File: src/rtl/pipe_ctrl_pkg.sv
// Shared encodings for the pipeline stall/flush controller: FSM states,
// stage-register control words and the load-use hazard test.
package pipe_ctrl_pkg;

    typedef enum logic [1:0] {
        ST_RUN        = 2'd0,
        ST_LOAD_STALL = 2'd1,
        ST_MEM_WAIT   = 2'd2
    } state_e;

    localparam logic [4:0] REG_X0 = 5'd0;

    // Control bits a stage register takes when it is loaded with a bubble.
    localparam logic BUBBLE_REG_WRITE  = 1'b0;
    localparam logic BUBBLE_MEM_TO_REG = 1'b0;

    typedef struct packed {
        logic pc_write;
        logic ifid_write;
        logic ifid_flush;
        logic idex_flush;
        logic exmem_hold;
        logic memwb_bubble;
    } hz_ctrl_t;

    localparam hz_ctrl_t CTRL_DEFAULT  = 6'b110000;
    localparam hz_ctrl_t CTRL_RESET    = 6'b001101;
    localparam hz_ctrl_t CTRL_MEMSTALL = 6'b000011;
    localparam hz_ctrl_t CTRL_BRANCH   = 6'b111100;
    localparam hz_ctrl_t CTRL_LOADUSE  = 6'b000100;

    function automatic logic load_use(input logic       mem_read,
                                      input logic [4:0] rd,
                                      input logic [4:0] rs1,
                                      input logic [4:0] rs2,
                                      input logic       uses_rs2);
        return mem_read && (rd != REG_X0) &&
               ((rd == rs1) || (uses_rs2 && (rd == rs2)));
    endfunction

endpackage

File: src/rtl/sat_counter.sv
// Saturating up-counter with synchronous clear; holds at all-ones.
module sat_counter #(
    parameter int W = 8
) (
    input  logic         clk,
    input  logic         rst_ni,
    input  logic         clr_i,
    input  logic         inc_i,
    output logic [W-1:0] count_o
);

    logic [W-1:0] count_q, count_d;

    always_comb begin
        count_d = count_q;
        if (clr_i)
            count_d = '0;
        else if (inc_i && (count_q != {W{1'b1}}))
            count_d = count_q + W'(1);
    end

    always_ff @(posedge clk or negedge rst_ni) begin
        if (!rst_ni)
            count_q <= '0;
        else
            count_q <= count_d;
    end

    assign count_o = count_q;

endmodule

File: src/rtl/pipeline_hazard_ctrl.sv
// Central stall/flush controller: load-use bubbles, taken-branch flushes and
// freezes while a data-memory access is outstanding.
module pipeline_hazard_ctrl
    import pipe_ctrl_pkg::*;
#(
    parameter int MEM_TIMEOUT = 255,
    parameter int CNT_W       = 32
) (
    input  logic             clk,
    input  logic             reset,
    input  logic [4:0]       id_rs1,
    input  logic [4:0]       id_rs2,
    input  logic             id_uses_rs2,
    input  logic             idex_mem_read,
    input  logic [4:0]       idex_rd,
    input  logic             ex_branch_taken,
    input  logic             exmem_mem_req,
    input  logic             dmem_ready,
    output logic             pc_write,
    output logic             ifid_write,
    output logic             ifid_flush,
    output logic             idex_flush,
    output logic             exmem_hold,
    output logic             memwb_bubble,
    output logic [1:0]       state_o,
    output logic [CNT_W-1:0] stall_cycles,
    output logic [CNT_W-1:0] flush_count,
    output logic             mem_timeout
);

    localparam int WAIT_W = $clog2(MEM_TIMEOUT + 2);
    localparam logic [WAIT_W-1:0] TMO_LAST = WAIT_W'(MEM_TIMEOUT - 1);

    state_e            state_q, state_d;
    logic              mem_timeout_q, mem_timeout_d;
    hz_ctrl_t          ctrl;
    logic              loaduse, waiting, flush_evt;
    logic [WAIT_W-1:0] wait_cnt;

    assign loaduse = load_use(idex_mem_read, idex_rd, id_rs1, id_rs2, id_uses_rs2);

    always_comb begin
        ctrl      = CTRL_DEFAULT;
        state_d   = ST_RUN;
        flush_evt = 1'b0;
        // Once waiting, only dmem_ready matters; the request stays frozen in MEM.
        case (state_q)
            ST_MEM_WAIT: waiting = ~dmem_ready;
            default:     waiting = exmem_mem_req & ~dmem_ready;
        endcase
        if (waiting) begin
            ctrl    = CTRL_MEMSTALL;
            state_d = ST_MEM_WAIT;
        end else if (ex_branch_taken) begin
            ctrl      = CTRL_BRANCH;
            flush_evt = 1'b1;
        end else if (loaduse && (state_q != ST_LOAD_STALL)) begin
            ctrl    = CTRL_LOADUSE;
            state_d = ST_LOAD_STALL;
        end
        mem_timeout_d = mem_timeout_q | (waiting & (wait_cnt >= TMO_LAST));
    end

    always_ff @(posedge clk or negedge reset) begin
        if (!reset) begin
            state_q       <= ST_RUN;
            mem_timeout_q <= 1'b0;
        end else begin
            state_q       <= state_d;
            mem_timeout_q <= mem_timeout_d;
        end
    end

    sat_counter #(.W(CNT_W)) u_stall_cnt (
        .clk    (clk),
        .rst_ni (reset),
        .clr_i  (1'b0),
        .inc_i  (~ctrl.pc_write),
        .count_o(stall_cycles)
    );

    sat_counter #(.W(CNT_W)) u_flush_cnt (
        .clk    (clk),
        .rst_ni (reset),
        .clr_i  (1'b0),
        .inc_i  (flush_evt),
        .count_o(flush_count)
    );

    sat_counter #(.W(WAIT_W)) u_wait_cnt (
        .clk    (clk),
        .rst_ni (reset),
        .clr_i  (~waiting),
        .inc_i  (waiting),
        .count_o(wait_cnt)
    );

    assign {pc_write, ifid_write, ifid_flush, idex_flush, exmem_hold, memwb_bubble} =
        reset ? ctrl : CTRL_RESET;
    assign state_o     = state_q;
    assign mem_timeout = mem_timeout_q;

endmodule

File: config.mk
export PLATFORM = sky130hd
export DESIGN_NAME = pipeline_hazard_ctrl
export DESIGN_NICKNAME = d
export VERILOG_FILES = /design/src/rtl/pipe_ctrl_pkg.sv /design/src/rtl/sat_counter.sv /design/src/rtl/pipeline_hazard_ctrl.sv
export SDC_FILE = /design/constraint.sdc
export NUM_CORES = 1
export LEC_CHECK = 0
export ABC_AREA = 1
export CAP_MARGIN = 20
export CORE_UTILIZATION = 58
export DETAILED_ROUTE_END_ITERATION = 10
export PLACE_DENSITY_LB_ADDON = 0.08
export SYNTH_ARGS = -nofsm -noshare
export SYNTH_HDL_FRONTEND = slang
export SYNTH_HIERARCHICAL = 1
export SYNTH_SLANG_ARGS = --single-unit
File: constraint.sdc
create_clock -name clk -period 3.4 [get_ports clk]
set_input_delay 1.02 -clock clk [delete_from_list [all_inputs] [get_ports clk]]
set_output_delay 1.02 -clock clk [all_outputs]
set_load 0.01 [all_outputs]
==> Word level (Yosys, flattened, before mapping) <==
Index checks and enable logic that the tools add are counted.
{ "word_totals": {"ff_bits": 76, "latch_bits": 0, "ramBits": 0, "mem_bits_ro": 0, "in_bits": 22, "out_inout_bits": 73, "mem_count": 0} }
{ "op_classes": {"n_addsub": 3, "mul": 0, "n_div": 0, "n_lt_le_gt_ge": 1, "n_eq_ne": 8, "shifts": 0, "mux": 12, "n_bitwise": 5, "reduce_logical": 9} }
{ "op_table": {"columns": ["operator", "n"], "rows": [
  ["32-bit by 1-bit adder with 32-bit output, second input constant", 2],
  ["32-bit inequality test, second input constant", 2],
  ["6-bit 2-to-1 mux", 4],
  ["9-bit 2-to-1 mux", 2],
  ["5-bit equality test", 2],
  ["9-bit by 1-bit adder with 9-bit output, second input constant", 1],
  ["9-bit by 8-bit >= comparator with 1-bit output, second input constant", 1],
  ["9-bit inequality test, second input constant", 1],
  ["1-bit logical AND", 7],
  ["1-bit 2-to-1 mux", 5],
  ["5-bit nonzero test", 1],
  ["1-bit bitwise AND", 2],
  ["2-bit equality test, second input constant", 1],
  ["2-bit 2-to-1 mux", 1],
  ["2-bit by 1-bit inequality test with 1-bit output, second input constant", 1],
  ["2-bit inequality test, second input constant", 1],
  ["1-bit inverter", 2],
  ["1-bit logical OR", 1],
  ["1-bit bitwise OR", 1]
]} }

==> Longest topological paths before layout <==
{ "depth": {"depth_word": 10, "ltp_mapped": 14} }

==> Hierarchy <==
Netlist, hierarchy kept.
{ "modules_own_cells": {"columns": ["mod", "instances", "cells_per_inst", "area_each_um2"], "rows": [
  ["sat_counter (u_flush_cnt ...)", 2, 345, 2243.4],
  ["sat_counter (u_wait_cnt)", 1, 60, 489.2],
  ["pipeline_hazard_ctrl", 1, 85, 447.9]
]} }

==> Least setup slack after synthesis <==
Ideal clock, no wire load.
{ "synth_timing": {"kind": "input-to-output", "startpoint": "input port exmem_mem_req", "endpoint": "output port idex_flush", "t_arrival_ns": 1.743, "slack_ns": 0.637, "cell_stages": 5, "path_buffers": 0, "path_cell_list": "o21bai_4 -> inv_2 -> nor2_2 -> nor2_1 -> nand2_1"} }
{ "synth_via": {"elab_chain_len": 4} }
{ "synth_lines": {"columns": ["element", "line", "text"], "rows": [
  ["start, declared", "pipeline_hazard_ctrl.sv:17", "input logic exmem_mem_req,"],
  ["1-bit bitwise AND", "pipeline_hazard_ctrl.sv:49", "default: waiting = exmem_mem_req & ~dmem_ready;"],
  ["1-bit 2-to-1 mux", "pipeline_hazard_ctrl.sv:47", "case (state_q)"],
  ["6-bit 2-to-1 mux", "pipeline_hazard_ctrl.sv:51", "if (waiting) begin"],
  ["6-bit 2-to-1 mux", "pipeline_hazard_ctrl.sv:99", "reset ? ctrl : CTRL_RESET;"],
  ["end, declared", "pipeline_hazard_ctrl.sv:22", "output logic idex_flush,"]
]} }
Every way passes these cells.

==> Worst setup path after layout <==
{ "layout_timing": {"startpoint": "input port exmem_mem_req", "endpoint": "output port memwb_bubble"} }
{ "layout_via": {"elab_chain_len": 4} }
{ "layout_lines": {"columns": ["element", "line", "text"], "rows": [
  ["1-bit bitwise AND", "pipeline_hazard_ctrl.sv:49", null],
  ["1-bit 2-to-1 mux", "pipeline_hazard_ctrl.sv:47", null],
  ["6-bit 2-to-1 mux", "pipeline_hazard_ctrl.sv:51", null],
  ["6-bit 2-to-1 mux", "pipeline_hazard_ctrl.sv:99", null],
  ["end, declared", "pipeline_hazard_ctrl.sv:24", "output logic memwb_bubble,"]
]} }
Every way passes these cells.

==> results.txt <==
----------------------------------------------------
[Setup path]
  Ordered cell list for the critical path ... clkdlybuf4s50_1 > o21bai_4 > inv_2 > nor2_1 > buf_4 > inv_1 > dlygate4sd2_1
  Count of cell instances traversed by the critical path ... 7
  Slack of the worst reg-to-reg path ... 1.23 ns
  Number of buffers and inverters on the critical path ... 5
  Worst path top cell family by delay ... buffers and inverters
  Critical setup path kind ... input port to primary output
  Arrival time of the worst setup path ... between 2 and 2.5 ns
  Required time worst endpoint ... around 2.4 ns
  Crit start category ... input port
  Highest-delay cell along the critical path ... sky130_fd_sc_hd__clkdlybuf4s50_1
  Worst reg2reg endpoint ... u_flush_cnt/count_o[17]
  Kind of capture point of the worst setup path ... primary output
  Reg2Reg Launch Point ... u_flush_cnt/count_o[1]
  Worst-path fanout max ... 3
  Slowest cell delay on critical path ... about 0.47 ns
  FF-to-FF path depth ... 11

[GRT]
  First-pass GRT wire length ... ~24000 um
  Met1 routing resource usage after global routing ... 0.405
  GR Overflow Total ... 0
  Highest-utilization routing layer at the global route stage ... met2
  Fraction of met2 tracks used by global routing ... 0.515
  GR met3 Demand/Resource ... 0.0489
  Largest net degree at the start of global routing ... between 70 and 80
  Antenna violations before repair ... 0
  Vias in the first global route ... between 5000 and 6000
  GRT Total Usage ... 0.307

[Die]
  Floorplan die area ... around 0.0097 mm^2
  Placement row count ... 34
  Die Span X ... 98.7 um
  Area of the placeable core ... approximately 0.009 mm^2
  Height of the chip ... 98.7 um
  Initial Util ... 0.610
  Ports placed on the boundary ... 95

[Clock tree]
  Number of gates given a new drive strength after cts ... 13
  Clock sink count ... 76
  Maximum buffer depth of the clock tree ... 2
  Clock tree from TritonCTS ... yes
  Hold buffer count at cts ... 0
  Setup fix buffers added after clock tree synthesis ... 0
  Clock root buffer master ... sky130_fd_sc_hd__clkbuf_8
  Clock edge transition at the registers on the reported setup and hold paths ... roughly 0.09 ns
  Clock H-tree levels ... 3
  Clock network latency to the later pin of the worst-skew pair ... around 0.36 ns
  Number of CTS-inserted buffers ... 9

[Power and ir drop]
  IR Drop Worst-Case VDD ... between 150 and 200 uV
  Reported leakage power ... around 0.0031 uW
  Power per standard cell area ... 279 mW/mm^2
  Power, Total ... ~1900 uW

[Route]
  Detailed-route wire length per cell ... between 10 and 15 um
  Via total after detailed routing ... between 5000 and 6000
  Total routed wirelength ... approximately 14000 um
  Drc violations ... 0
  Post-detailed-route count of antenna-violating nets ... 0
  Number of search-and-repair iterations in the first detailed-routing pass ... 8
  Average via count per standard cell ... about 5.5
  Number of design-rule violations left by the first detailed-router iteration ... approximately 510

[Placed design]
  Routability-driven placement congestion ratio ... 0.949
  Number of placed cells counting well taps ... 1038
  Post-Place Cell Area ... 0.00647 mm^2
  Number of port buffers ... between 90 and 100
  DP Worst Slack ... -0.275 ns
  DP Wirelength ... around 10000 um

[Synthesis]
  Flip-flop cell with the highest count after synthesis ... sky130_fd_sc_hd__dfrtp_1
  Ranking of synthesized cells by instance count ... sky130_fd_sc_hd__nand2_1 (317), sky130_fd_sc_hd__nor2_1 (122), sky130_fd_sc_hd__dfrtp_1 (76), sky130_fd_sc_hd__inv_1 (76), sky130_fd_sc_hd__nand3_1 (75)
  Largest area contributor in the synthesized netlist ... sky130_fd_sc_hd__dfrtp_1
  Post-Syn Instances ... around 840
  #FFs+latches synth ... 76
  Proportion of register bits with asynchronous set or reset after synthesis ... 1.00
  Sequential cell area fraction in the yosys report ... 0.351
  Cell area after technology mapping ... around 0.0054 mm^2
  Number of warnings issued by yosys ... 6
  Number of enable flip-flop cells after synthesis ... 0
  Leading post-synthesis cells by cell area ... sky130_fd_sc_hd__dfrtp_1 (35%), sky130_fd_sc_hd__nand2_1 (22%), sky130_fd_sc_hd__nor2_1 (8.4%)
  Post-Syn Area per Cell ... 6.50 um^2
  Post-synth cell types ... 34
  Proportion of netlist area held by the largest area contributor ... 0.351
  Most common cell in the netlist ... sky130_fd_sc_hd__nand2_1

[Timing]
  Maximum frequency from static timing analysis ... 0.303 GHz
  Fin crit period ... ~3.3 ns
  Tightest slew margin relative to the limit ... 0.370
  Crit share post-route ... 0.972
  Unrepaired setup endpoints after global routing ... no
  Count of endpoints failing hold in the final timing report ... 0
  Final max-slew violation count ... 0
  Actual slew at the worst max-slew pin ... between 0.9 and 1 ns
  Worst setup skew after layout ... between 0.01 and 0.015 ns
  Finish-stage setup viols ... 0
  Smallest setup slack after layout ... around 0.095 ns

[Run status]
  Result of the run ... finished, final reports clean

[Hold path]
  Worst Hold Class ... input port to asynchronous set/reset pin

[Final layout]
  Growth of design area from synthesis to finish ... 22.7%
  Final-stage net count ... around 970
  Final instance count without filler cells ... about 1100
  Final design area excluding fillers ... 0.00665 mm^2
  Ant. Diodes ... 0
  Fraction of final layout cells with drive strength greater than 1 ... 0.0931

[Run]
  Number of maximum-capacitance violations ... 0

----------------------------------------------------
## per-layer routing
layer	up-vias	wire (um)
met5	-	0
met4	0	181
met3	24	1230
met2	291	6810
met1	2672	6260
li1	2793	-
## final cells by class
class / instances / area (um^2)
clock buffers: 12 / 165
repair buffers: 103 / 981
multi-input cells: 660 / 3080
fillers: 712 / 2240
inverters: 91 / 343
clock inverters: 3 / 45.0
well taps: 108 / 135
flip-flops and latches: 76 / 1900
## cell usage in the layout, fill, tap and decap left out, types with 2 or more instances in the layout
| cell | Yosys | final |
|---|---|---|
| sky130_fd_sc_hd__nand2_1 | 317 | 317 |
| sky130_fd_sc_hd__nor2_1 | 122 | 122 |
| sky130_fd_sc_hd__clkdlybuf4s50_1 | 0 | 82 |
| sky130_fd_sc_hd__inv_1 | 76 | 76 |
| sky130_fd_sc_hd__dfrtp_1 | 76 | 76 |
| sky130_fd_sc_hd__nand3_1 | 75 | 75 |
| sky130_fd_sc_hd__o21ai_1 | 21 | 21 |
| sky130_fd_sc_hd__nand4_1 | 17 | 17 |
| sky130_fd_sc_hd__nor2_2 | 15 | 15 |
| sky130_fd_sc_hd__inv_2 | 14 | 14 |
| sky130_fd_sc_hd__a21oi_1 | 13 | 13 |
| sky130_fd_sc_hd__clkbuf_8 | 0 | 12 |
| sky130_fd_sc_hd__xor2_1 | 11 | 11 |
| sky130_fd_sc_hd__buf_4 | 1 | 10 |
| sky130_fd_sc_hd__conb_1 | 1 | 10 |
| sky130_fd_sc_hd__xnor2_1 | 9 | 9 |
| sky130_fd_sc_hd__o21ai_0 | 9 | 9 |
| sky130_fd_sc_hd__dlygate4sd2_1 | 0 | 8 |
| sky130_fd_sc_hd__nand2_2 | 7 | 7 |
| sky130_fd_sc_hd__nand2_4 | 6 | 6 |
| sky130_fd_sc_hd__nor2_4 | 5 | 5 |
| sky130_fd_sc_hd__nand3_2 | 4 | 4 |
| sky130_fd_sc_hd__ha_1 | 4 | 4 |
| sky130_fd_sc_hd__clkbuf_2 | 0 | 3 |
| sky130_fd_sc_hd__nand3b_1 | 3 | 3 |
| sky130_fd_sc_hd__clkinvlp_4 | 0 | 2 |
| sky130_fd_sc_hd__nor2_8 | 2 | 2 |
| sky130_fd_sc_hd__nand2_8 | 2 | 2 |
| sky130_fd_sc_hd__or2_2 | 2 | 2 |
| sky130_fd_sc_hd__a22oi_1 | 2 | 2 |
## metrics by stage
step	utilization	hold WS (ns)	setup TNS (ns)
floorplan	-	0.513	0
global placement	0.728	0.464	-0.819
detailed placement	0.728	0.470	-1.03
CTS	0.750	0.434	0
global route	0.748	0.424	0
finish	0.748	0.441	0
## power breakdown
part / total (uW) / internal (uW) / switching (uW)
clock: 742 / 396 / 347
combinational: 196 / 67.7 / 129
sequential: 917 / 910 / 7.07
total: 1860 / 1370 / 482
## state kept, by name, indices dropped and copies added (netlist names)
signal / count
mem_timeout: 1
state_o: 2
u_flush_cnt/count_o: 32
u_stall_cnt/count_o: 32
u_wait_cnt/count_o: 9
## worst max path at each step
stage                   from            to  slack, ns
6_report       exmem_mem_req  memwb_bubble        0.1
5_1_grt            id_rs1[3]      pc_write      0.008
4_1_cts            id_rs2[4]      pc_write       0.02
3_5_place_dp      idex_rd[0]      pc_write      -0.28
3_3_place_gp      idex_rd[0]    idex_flush      -0.24
2_1_floorplan  exmem_mem_req    idex_flush       0.64
## cell families after synthesis
kind of cell / after synthesis / share of synthesized area
flops: 76 / 0.351
xor+xnor: 20 / 0.0323
other cells: 1 / 0.000691
buf+inv: 108 / 0.0872
fa+ha+maj: 4 / 0.00923
simple gates: 579 / 0.473
compound gates: 47 / 0.0473
No activity file was read; power rests on OpenSTA's default activity.
